$ cat src/rtl/synth_pkg.sv
// Shared definitions for the potentiometer ADC scanner.
// Contents: scanner state encoding, SPI frame geometry constants, and
// the MCP3008 command-bit lookup used to drive MOSI.
package synth_pkg;

  localparam int unsigned FRAME_BITS      = 17;  // SCLK periods per frame
  localparam int unsigned DATA_FIRST_EDGE = 8;   // rising edge carrying B9
  localparam int unsigned ADC_W           = 10;

  typedef enum logic [2:0] {
    ST_GAP,
    ST_CS_SETUP,
    ST_SHIFT,
    ST_CS_HOLD,
    ST_UPDATE
  } scan_state_e;

  // MOSI level for SCLK period 1..17: start, single-ended, D2..D0, then zeros.
  function automatic logic cmd_bit(input logic [4:0] period, input logic [2:0] ch);
    case (period)
      5'd1, 5'd2: cmd_bit = 1'b1;
      5'd3:       cmd_bit = ch[2];
      5'd4:       cmd_bit = ch[1];
      5'd5:       cmd_bit = ch[0];
      default:    cmd_bit = 1'b0;
    endcase
  endfunction

endpackage

$ cat src/rtl/pot_adc_scanner_spi_clk_gen.sv
// SPI clock generator: half-period tick every CLK_DIV clks while enabled.
// Ports:
//   clk, rst       system clock, synchronous active-high reset
//   en             run the divider; when low the divider and SCLK are cleared
//   toggle_en      allow the tick to toggle SCLK
//   tick           one-clk strobe at the end of each half-period
//   sclk           SCLK level (idle low)
//   sclk_rise/fall one-clk strobes on the clk edge where SCLK rises/falls
module spi_clk_gen #(
  parameter int unsigned CLK_DIV = 25
) (
  input  logic clk,
  input  logic rst,
  input  logic en,
  input  logic toggle_en,
  output logic tick,
  output logic sclk,
  output logic sclk_rise,
  output logic sclk_fall
);

  localparam int unsigned CNT_W = $clog2(CLK_DIV);

  logic [CNT_W-1:0] cnt_q, cnt_d;
  logic             sclk_q, sclk_d;

  always_comb begin
    tick      = en && (cnt_q == CNT_W'(CLK_DIV - 1));
    sclk_rise = tick && toggle_en && !sclk_q;
    sclk_fall = tick && toggle_en && sclk_q;
    cnt_d     = cnt_q;
    sclk_d    = sclk_q;
    if (!en) begin
      cnt_d  = '0;
      sclk_d = 1'b0;
    end else begin
      cnt_d = tick ? '0 : cnt_q + CNT_W'(1);
      if (tick && toggle_en) sclk_d = ~sclk_q;
    end
  end

  always_ff @(posedge clk) begin
    if (rst) begin
      cnt_q  <= '0;
      sclk_q <= 1'b0;
    end else begin
      cnt_q  <= cnt_d;
      sclk_q <= sclk_d;
    end
  end

  assign sclk = sclk_q;

endmodule

$ cat src/rtl/pot_adc_scanner.sv
// Potentiometer scanner: reads two channels of an MCP3008-class SPI ADC
// round-robin and presents hysteresis-filtered 10-bit readings.
// Ports:
//   clk, rst            system clock, synchronous active-high reset
//   adc_cs_n/sclk/mosi  SPI master outputs (mode 0,0)
//   adc_miso            ADC data, asynchronous, double-registered here
//   P0, P1              filtered readings for CH0_SEL / CH1_SEL
//   sample_valid        one-clk pulse per completed frame
//   sample_ch           channel index of that frame (0 = P0, 1 = P1)
module pot_adc_scanner #(
  parameter int unsigned CLK_DIV = 25,
  parameter int unsigned CH0_SEL = 0,
  parameter int unsigned CH1_SEL = 1,
  parameter int unsigned HYST    = 4,
  parameter int unsigned GAP_CYC = 1000
) (
  input  logic       clk,
  input  logic       rst,
  output logic       adc_cs_n,
  output logic       adc_sclk,
  output logic       adc_mosi,
  input  logic       adc_miso,
  output logic [9:0] P0,
  output logic [9:0] P1,
  output logic       sample_valid,
  output logic       sample_ch
);
  import synth_pkg::*;

  localparam int unsigned GAP_W = $clog2(GAP_CYC + 1);

  scan_state_e      state_q, state_d;
  logic [GAP_W-1:0] gap_cnt_q, gap_cnt_d;
  logic [4:0]       rise_cnt_q, rise_cnt_d;
  logic [ADC_W-1:0] shift_q, shift_d;
  logic [ADC_W-1:0] p0_q, p0_d, p1_q, p1_d;
  logic             mosi_q, mosi_d;
  logic             cs_n_q, cs_n_d;
  logic             ch_ptr_q, ch_ptr_d;
  logic             sv_q, sv_d;
  logic             sch_q, sch_d;
  logic             miso_meta_q, miso_sync_q;

  logic             clk_en, toggle_en, tick, sclk, sclk_rise, sclk_fall;
  logic [2:0]       frame_ch;
  logic [ADC_W-1:0] cur;
  logic signed [ADC_W:0] diff;
  logic [ADC_W:0]   mag;
  logic             upd;

  assign clk_en    = state_q inside {ST_CS_SETUP, ST_SHIFT, ST_CS_HOLD};
  assign toggle_en = (state_q == ST_SHIFT);
  assign frame_ch  = ch_ptr_q ? 3'(CH1_SEL) : 3'(CH0_SEL);

  spi_clk_gen #(.CLK_DIV(CLK_DIV)) u_clk_gen (
    .clk       (clk),
    .rst       (rst),
    .en        (clk_en),
    .toggle_en (toggle_en),
    .tick      (tick),
    .sclk      (sclk),
    .sclk_rise (sclk_rise),
    .sclk_fall (sclk_fall)
  );

  // Hysteresis: 11-bit signed difference so 0..1023 never wraps.
  always_comb begin
    cur  = ch_ptr_q ? p1_q : p0_q;
    diff = $signed({1'b0, shift_q}) - $signed({1'b0, cur});
    mag  = diff[ADC_W] ? 11'(-diff) : 11'(diff);
    upd  = (mag >= 11'(HYST)) || (shift_q == '0) || (shift_q == '1);
  end

  always_comb begin
    state_d    = state_q;
    gap_cnt_d  = gap_cnt_q;
    rise_cnt_d = rise_cnt_q;
    shift_d    = shift_q;
    mosi_d     = mosi_q;
    ch_ptr_d   = ch_ptr_q;
    p0_d       = p0_q;
    p1_d       = p1_q;
    sv_d       = 1'b0;
    sch_d      = sch_q;
    case (state_q)
      ST_GAP: begin
        if (gap_cnt_q == GAP_W'(GAP_CYC - 1)) begin
          state_d    = ST_CS_SETUP;
          gap_cnt_d  = '0;
          rise_cnt_d = '0;
          mosi_d     = cmd_bit(5'd1, frame_ch);
        end else begin
          gap_cnt_d = gap_cnt_q + GAP_W'(1);
        end
      end
      ST_CS_SETUP: begin
        if (tick) state_d = ST_SHIFT;
      end
      ST_SHIFT: begin
        if (sclk_rise) begin
          rise_cnt_d = rise_cnt_q + 5'd1;
          if (rise_cnt_q >= 5'(DATA_FIRST_EDGE - 1)) shift_d = {shift_q[ADC_W-2:0], miso_sync_q};
        end
        // MOSI advances on the falling edge so it is settled for the next rise.
        if (sclk_fall) begin
          mosi_d = cmd_bit(rise_cnt_q + 5'd1, frame_ch);
          if (rise_cnt_q == 5'(FRAME_BITS)) state_d = ST_CS_HOLD;
        end
      end
      ST_CS_HOLD: begin
        if (tick) state_d = ST_UPDATE;
      end
      ST_UPDATE: begin
        sv_d     = 1'b1;
        sch_d    = ch_ptr_q;
        ch_ptr_d = ~ch_ptr_q;
        if (upd) begin
          if (ch_ptr_q) p1_d = shift_q;
          else          p0_d = shift_q;
        end
        state_d = ST_GAP;
      end
      default: state_d = ST_GAP;
    endcase
    cs_n_d = !(state_d inside {ST_CS_SETUP, ST_SHIFT, ST_CS_HOLD});
  end

  always_ff @(posedge clk) begin
    if (rst) begin
      state_q     <= ST_GAP;
      gap_cnt_q   <= '0;
      rise_cnt_q  <= '0;
      shift_q     <= '0;
      mosi_q      <= 1'b0;
      cs_n_q      <= 1'b1;
      ch_ptr_q    <= 1'b0;
      p0_q        <= '0;
      p1_q        <= '0;
      sv_q        <= 1'b0;
      sch_q       <= 1'b0;
      miso_meta_q <= 1'b0;
      miso_sync_q <= 1'b0;
    end else begin
      state_q     <= state_d;
      gap_cnt_q   <= gap_cnt_d;
      rise_cnt_q  <= rise_cnt_d;
      shift_q     <= shift_d;
      mosi_q      <= mosi_d;
      cs_n_q      <= cs_n_d;
      ch_ptr_q    <= ch_ptr_d;
      p0_q        <= p0_d;
      p1_q        <= p1_d;
      sv_q        <= sv_d;
      sch_q       <= sch_d;
      miso_meta_q <= adc_miso;
      miso_sync_q <= miso_meta_q;
    end
  end

  assign adc_cs_n     = cs_n_q;
  assign adc_sclk     = sclk;
  assign adc_mosi     = mosi_q;
  assign P0           = p0_q;
  assign P1           = p1_q;
  assign sample_valid = sv_q;
  assign sample_ch    = sch_q;

endmodule

$ cat config.mk
export PLATFORM = sky130hd
export DESIGN_NAME = pot_adc_scanner
export DESIGN_NICKNAME = d
export VERILOG_FILES = /design/src/rtl/synth_pkg.sv /design/src/rtl/pot_adc_scanner_spi_clk_gen.sv /design/src/rtl/pot_adc_scanner.sv
export SDC_FILE = /design/constraint.sdc
export NUM_CORES = 1
export LEC_CHECK = 0
export CAP_MARGIN = 5
export CORE_MARGIN = 4
export CORE_UTILIZATION = 32
export CTS_BUF_LIST = sky130_fd_sc_hd__clkbuf_8 sky130_fd_sc_hd__clkbuf_16
export CTS_CLUSTER_DIAMETER = 50
export DETAILED_ROUTE_END_ITERATION = 8
export SYNTH_ARGS = -nofsm -noshare
export SYNTH_HDL_FRONTEND = slang
export SYNTH_SLANG_ARGS = --single-unit
$ cat constraint.sdc
create_clock -name clk -period 2.9 [get_ports clk]
set_input_delay 0.58 -clock clk [delete_from_list [all_inputs] [get_ports clk]]
set_output_delay 0.58 -clock clk [all_outputs]
set_load 0.1 [all_outputs]
======== Word level (Yosys, flattened, before mapping) ========
Cells that the tools add are included.
operators by class
  magnitude comparators ................... 2
  muxes and demuxes ....................... 18
  $add $sub $neg .......................... 5
  reductions and logical operators ........ 21
  bitwise operators ....................... 3
  equality and inequality tests ........... 19
operator list
  kind                                                                     count
  10-bit equality test (second input constant)                             2
  10-bit two-way mux                                                       2
  3-bit two-way mux                                                        5
  3-bit AND reduction                                                      5
  3-bit by 2-bit equality test with 1-bit output (second input constant)   4
  3-bit case mux with 4 select lines                                       1
  11-bit by 3-bit >= comparator with 1-bit output (second input constant)  1
  11-bit two-way mux                                                       1
  11-bit negator                                                           1
  10-bit by 10-bit subtractor with 11-bit output                           1
  10-bit by 1-bit adder with 10-bit output (second input constant)         1
  5-bit by 1-bit adder with 5-bit output (second input constant)           2
  5-bit by 2-bit equality test with 1-bit output (second input constant)   2
  5-bit by 3-bit equality test with 1-bit output (second input constant)   2
  5-bit equality test (second input constant)                              2
  10-bit logical NOT                                                       1
  5-bit two-way mux                                                        2
  5-bit case mux with 2 select lines                                       1
  3-bit by 1-bit equality test with 1-bit output (second input constant)   2
  2-bit inequality test (second input constant)                            3
  3-bit nonzero test                                                       2
  5-bit by 1-bit equality test with 1-bit output (second input constant)   1
  5-bit by 3-bit >= comparator with 1-bit output (second input constant)   1
  1-bit logical AND                                                        4
  other kinds (11)                                                         19
storage, ports and cells
  register bits after elaboration ......... 61
  output and inout port bits .............. 25

======== Longest topological paths before layout ========
  depth after elaboration ................. 10
  depth in mapped cells ................... 13

======== Modules after synthesis ========
From an unflattened synthesis, not the netlist that was laid out.
unflattened totals
  cell total of the unflattened synthesis .. 405
  area total of the unflattened synthesis .. 3567.2 um^2
by module, submodules not included
  module           cells each  instances  area each (um^2)
  pot_adc_scanner  375         1          3285.7
  spi_clk_gen      30          1          281.5

======== Worst setup path after synthesis ========
Ideal clock, no wire load.
  kind .................................... register -> register
  start point ............................. register p1_q[0], in the netlist P1[0]
  end point ............................... register p1_q[1], in the netlist P1[1]
  slack ................................... -0.672 ns
  data required time ...................... 2.828 ns
  setup time .............................. 0.072 ns
  path buffers ............................ 1
  arrival time ............................ 3.500 ns
  stages on the path, launching flop included .. 14
  cells stage by stage .................... dfxtp_1 -> mux2_2 -> ha_1 -> inv_1 -> fa_1 -> a21oi_1 -> o221ai_2 -> o21ai_2 -> and3_1 -> o221ai_1 -> a211oi_2 -> a21o_1 -> buf_6 -> mux2i_1
on the way
  word-level cells in the longest chain between the ends .. 8
ends and longest elaborated chain
  element                                              line                    text
  start, declared                                      pot_adc_scanner.sv:36   logic [ADC_W-1:0] p0_q, p0_d, p1_q, p1_d;
  start signal, assigned                               pot_adc_scanner.sv:152  p1_q <= p1_d;
  10-bit two-way mux (*)                               pot_adc_scanner.sv:68   cur = ch_ptr_q ? p1_q : p0_q;
  10-bit by 10-bit subtractor with 11-bit output (*)   pot_adc_scanner.sv:69   diff = $signed({1'b0, shift_q}) - $signed({1'b0, cur});
  11-bit negator                                       pot_adc_scanner.sv:70   mag = diff[ADC_W] ? 11'(-diff) : 11'(diff);
  11-bit two-way mux (*)                               pot_adc_scanner.sv:70
  11-bit by 3-bit >= comparator with 1-bit output (*)  pot_adc_scanner.sv:71   upd = (mag >= 11'(HYST)) || (shift_q == '0) || (shift_q == '1);
  1-bit logical OR (*) (2 in series)                   pot_adc_scanner.sv:71
  3-bit AND reduction (no source line) (*)             -
Mark *: on every way between the ends. The rest lies on a longest branch, timed or not.
A chain may end at the register's enable or synchronous reset.

======== Final worst setup path ========
  start point ............................. register ch_ptr_q
  end point ............................... register p0_q[7], in the netlist P0[7]
on the way
  word-level cells in the longest chain between the ends .. 8
ends and longest elaborated chain
  element                                          line                    text
  start, declared                                  pot_adc_scanner.sv:39   logic ch_ptr_q, ch_ptr_d;
  start signal, assigned                           pot_adc_scanner.sv:150  ch_ptr_q <= ch_ptr_d;
  10-bit two-way mux                               pot_adc_scanner.sv:68
  10-bit by 10-bit subtractor with 11-bit output   pot_adc_scanner.sv:69
  11-bit negator                                   pot_adc_scanner.sv:70
  11-bit two-way mux                               pot_adc_scanner.sv:70
  11-bit by 3-bit >= comparator with 1-bit output  pot_adc_scanner.sv:71
  1-bit logical OR (2 in series)                   pot_adc_scanner.sv:71
  3-bit AND reduction (no source line) (*)         -
  end signal, assigned                             pot_adc_scanner.sv:151  p0_q <= p0_d;
  end, declared                                    pot_adc_scanner.sv:36
Marks and branches as above.

==> impl_metrics.xml <==
<?xml version="1.0" encoding="UTF-8"?>
<metrics>
  <group name="sta">
    <metric name="final.min_clock_period" unit="ns">3.04</metric>
    <metric name="unrepaired_setup_endpoints_after_global_routing" unit="">true</metric>
    <metric name="max_clock_freq" unit="MHz">329</metric>
    <metric name="setup_total_negative_slack" unit="ns">-1.75</metric>
    <metric name="slack_of_the_critical_path" unit="ns">-0.140</metric>
    <metric name="worst-slew-pin-transition" unit="ns">0.753</metric>
    <metric name="finalSetupViolCount" unit="">20</metric>
    <metric name="fin_hold_ws" unit="ns">0.441</metric>
    <metric name="final_hold_viol_count" unit="">0</metric>
    <metric name="final_min_period_over_clock_period" unit="%">105</metric>
    <metric name="relSlewSlack" unit="%">49.8</metric>
    <metric name="skew" unit="ns">0.00985</metric>
    <metric name="timing.final.max_slew_violations" unit="">0</metric>
  </group>
  <group name="die">
    <metric name="die-width" unit="um">112</metric>
    <metric name="die_height" unit="um">112</metric>
    <metric name="floorplan.core_area" unit="mm2">0.0104</metric>
    <metric name="placement_rows" unit="">37</metric>
    <metric name="design.die.area" unit="mm2">0.0125</metric>
    <metric name="initial_core_util" unit="%">33.2</metric>
    <metric name="pin_count" unit="">28</metric>
  </group>
  <group name="clocking">
    <metric name="clock_tree.root_cell" unit="">clkbuf_8</metric>
    <metric name="clk_path_buf_depth" unit="">2</metric>
    <metric name="clock_pin_slew_on_the_worst_setup_and_hold_paths" unit="ns">0.07</metric>
    <metric name="cts_num_sinks" unit="">61</metric>
    <metric name="tritoncts" unit="">built</metric>
    <metric name="cts_inserted_buffers" unit="">9</metric>
    <metric name="worst_skew_pair.late_latency" unit="ns">0.34</metric>
    <metric name="cts.htree.levels" unit="">3</metric>
    <metric name="hold_buffers" unit="">0</metric>
  </group>
  <group name="yosys">
    <metric name="ys_dominant_reg_cell" unit="">dfxtp_1</metric>
    <metric name="synthArstFlopShare" unit="%">0</metric>
    <metric name="netlist.area_leader.share" unit="%">35.3</metric>
    <metric name="ys_seq_elements" unit="">61</metric>
    <metric name="synth_edf_count" unit="">0</metric>
    <metric name="synth_cell_type_count" unit="">57</metric>
    <metric name="synth_top_cells_by_area" unit="">dfxtp_1 (35%), mux2i_1 (12%), nand2b_1 (6.0%)</metric>
    <metric name="number_of_standard_cells_after_synthesis" unit="">392</metric>
    <metric name="postSynthAreaPerCell" unit="um2">8.83</metric>
    <metric name="synth_area" unit="mm2">0.00346</metric>
    <metric name="library_cell_occupying_the_most_area_in_the_post_synthesis_netlist" unit="">dfxtp_1</metric>
    <metric name="synth_seq_area_share" unit="%">35.3</metric>
    <metric name="synth.yosys.warnings" unit="">0</metric>
    <metric name="synth_fp_nets" unit="">412</metric>
  </group>
  <group name="pwr">
    <metric name="power_per_cell_area" unit="mW/mm2">351</metric>
    <metric name="p_int" unit="mW">1.20</metric>
    <metric name="power_switching" unit="mW">0.356</metric>
    <metric name="ir_worst_vdd" unit="mV">0.208</metric>
    <metric name="p_sw_share" unit="%">22.9</metric>
    <metric name="static-leakage-power" unit="nW">1.78</metric>
    <metric name="power.combinational.fraction" unit="%">2.0</metric>
    <metric name="p_seq_share" unit="%">54.1</metric>
    <metric name="finalPower" unit="mW">1.56</metric>
    <metric name="power.clock.fraction" unit="%">43.9</metric>
  </group>
  <group name="drt">
    <metric name="vias_per_cell" unit="">4.91</metric>
    <metric name="drt_wl_total" unit="um">8030</metric>
    <metric name="detail_route.wl_per_cell" unit="um">13.5</metric>
    <metric name="vias" unit="">2926</metric>
    <metric name="drc_errors" unit="">0</metric>
    <metric name="drt.antenna.violating_nets" unit="">0</metric>
    <metric name="first_iter_violations" unit="">106</metric>
    <metric name="number_of_detailed_route_iterations_in_the_first_pass" unit="">4</metric>
  </group>
  <group name="grt">
    <metric name="grt_antenna_before_repair" unit="">0</metric>
    <metric name="overall_overflow_remaining_after_global_route" unit="">0</metric>
    <metric name="global_route.usage.total" unit="%">13.5</metric>
    <metric name="grt_pass1_vias" unit="">2870</metric>
    <metric name="grt_start_max_net_pins" unit="">46</metric>
    <metric name="grt_first_pass_wirelength" unit="um">14000</metric>
  </group>
  <group name="setup_path">
    <metric name="crit_fanout" unit="">4</metric>
    <metric name="critical_path_cell_by_cell" unit="">mux2_4, ha_4, inv_2, fa_2, xor2_2, or3_1, mux2i_2, and3_1, o21ai_2, a211oi_2, buf_4, a21oi_4, buf_6, mux2i_2</metric>
    <metric name="timing.critical_path.to_type" unit="">flip-flop</metric>
    <metric name="critical-path-max-stage-delay" unit="ns">0.37</metric>
    <metric name="worst_r2r_startpoint" unit="">ch_ptr_q</metric>
    <metric name="start_kind" unit="">flip-flop</metric>
    <metric name="endpoint_arrival_time_on_the_critical_path" unit="ns">3.26</metric>
    <metric name="worst-endpoint-required" unit="ns">3.12</metric>
    <metric name="crit_type" unit="">reg2reg</metric>
    <metric name="startpoint" unit="">ch_ptr_q</metric>
    <metric name="worst_path_most_repeated_cell" unit="">mux2i_2</metric>
    <metric name="critical-path-slowest-cell" unit="">dfxtp_4</metric>
  </group>
  <group name="finish">
    <metric name="design_area" unit="mm2">0.00443</metric>
    <metric name="seqCellArea" unit="mm2">0.00126</metric>
    <metric name="fillCellCount" unit="">1053</metric>
    <metric name="layout.cells.most_common_list" unit="">buf_4 (61), nor2_1 (41), dfxtp_1 (40)</metric>
    <metric name="layout-drive-gt1-share" unit="%">29.1</metric>
    <metric name="final_net_count" unit="">475</metric>
    <metric name="leading_cell_type_in_the_layout_fill_and_taps_excluded" unit="">buf_4</metric>
    <metric name="multi_input_comb_area" unit="mm2">0.00224</metric>
    <metric name="num_antenna_cells" unit="">0</metric>
    <metric name="area_growth" unit="%">28.1</metric>
  </group>
  <group name="placed_design">
    <metric name="routabilityCongestion" unit="">0.823</metric>
    <metric name="dpl_cell_area" unit="mm2">0.00411</metric>
    <metric name="hpwl" unit="um">5970</metric>
    <metric name="dp_slack" unit="ns">-0.402</metric>
    <metric name="portBuffers" unit="">27</metric>
  </group>
  <group name="worst_hold_path">
    <metric name="path_type_of_the_worst_min_delay_path" unit="">reg2reg</metric>
    <metric name="worstHoldStart" unit="">miso_meta_q</metric>
  </group>
  <group name="run_status">
    <metric name="failing_checks" unit="">setup timing</metric>
    <metric name="status" unit="">complete, but fails checks</metric>
  </group>
  <group name="flow_run">
    <metric name="timing.max_cap.violations" unit="">0</metric>
  </group>
</metrics>
## power groups by stage
stage	clock network, mW	registers, mW	logic, mW
after floorplan	0	0.861	0.0236
after global placement	0	0.862	0.0314
after detailed placement	0	0.862	0.0319
after CTS	0.711	0.842	0.0319
after global routing	0.759	0.842	0.0357
final	0.684	0.842	0.0310
## synth_stat cells (2+ instances only)
cell type / count
a21oi_1: 16
clkbuf_1: 9
mux2i_1: 41
nor2_1: 41
and3_1: 5
buf_2: 2
o211ai_1: 2
or4_1: 4
nand2_1: 23
xor2_1: 13
or3_1: 4
nand2b_1: 33
a21o_1: 5
xnor2_1: 8
o21a_1: 3
nand4_1: 7
dfxtp_1: 61
nor3_1: 10
ha_1: 16
o21bai_1: 2
nor2b_1: 5
buf_6: 3
nand3_1: 11
o21ai_1: 3
nor4_1: 4
a31oi_1: 2
inv_1: 13
o221ai_1: 2
or2_2: 5
o21ai_0: 10
a211oi_1: 3
## sequential cells by signal, summed over array words and instances (netlist names)
register / cells
P0: 10
P1: 10
adc_cs_n: 1
adc_mosi: 1
ch_ptr_q: 1
gap_cnt_q: 10
miso_meta_q: 1
miso_sync_q: 1
rise_cnt_q: 5
sample_ch: 1
sample_valid: 1
shift_q: 10
state_q: 3
u_clk_gen.cnt_q: 5
u_clk_gen.sclk: 1
## worst paths after layout
| check | end | slack (ns) | cells past startpoint |
|---|---|---|---|
| max reg2reg | P0[7] | -0.14 | 14 |
| min reg2reg | miso_sync_q | 0.44 | 1 |
| max | P0[7] | -0.14 | 14 |
| min | miso_sync_q | 0.44 | 1 |
## per-layer routing
layer,vias up,global-route usage (%),wire [um]
met3,8,3.59,283
met2,44,22.2,3810
met5,-,0,0
met4,0,3.61,88
li1,1504,-,-
met1,1370,17.6,3850
## final cells by class
type | instances | share of cell area [%]
inverter | 13 | 1.10
multi-input combinational | 303 | 50.5
tap | 136 | 3.84
clock inverter | 5 | 0.593
clock buffer | 11 | 3.42
timing repair buffer | 67 | 12.1
sequential | 61 | 28.4
## stage by stage
step                      utilization, %  cells
after floorplan                        -    392
after global placement              39.5    575
after detailed placement            39.5    575
after CTS                           42.0    595
after global routing                42.5    596
final                               42.5    596
## cells by family after synthesis
family / after synthesis / share of synthesized area, %
compound gates: 63 / 12.8
xor+xnor: 21 / 5.32
fa+ha+maj: 17 / 6.37
buf+inv: 28 / 3.76
flops: 61 / 35.3
mux: 42 / 12.2
simple gates: 160 / 24.2
## repair_timing
| action | 4_1_cts | 5_1_grt |
|---|---|---|
| gates resized for setup | 12 | 10 |
| pin swaps | 4 | 8 |
| endpoints found under the setup margin | 20 | 20 |
| buffers inserted | 5 | 1 |
## worst max-delay path, delay by kind of cell, from the launching register on
kind	cells	cell delay, ns
and+or+nand+nor	2	0.57
AOI/OAI and AO/OA	3	0.38
buffers and inverters	3	0.35
adders and majority gates	2	0.49
muxes	3	0.57
DFF	1	0.37
xor gates and xnor gates	1	0.17
(Power assumes the default switching activity.)
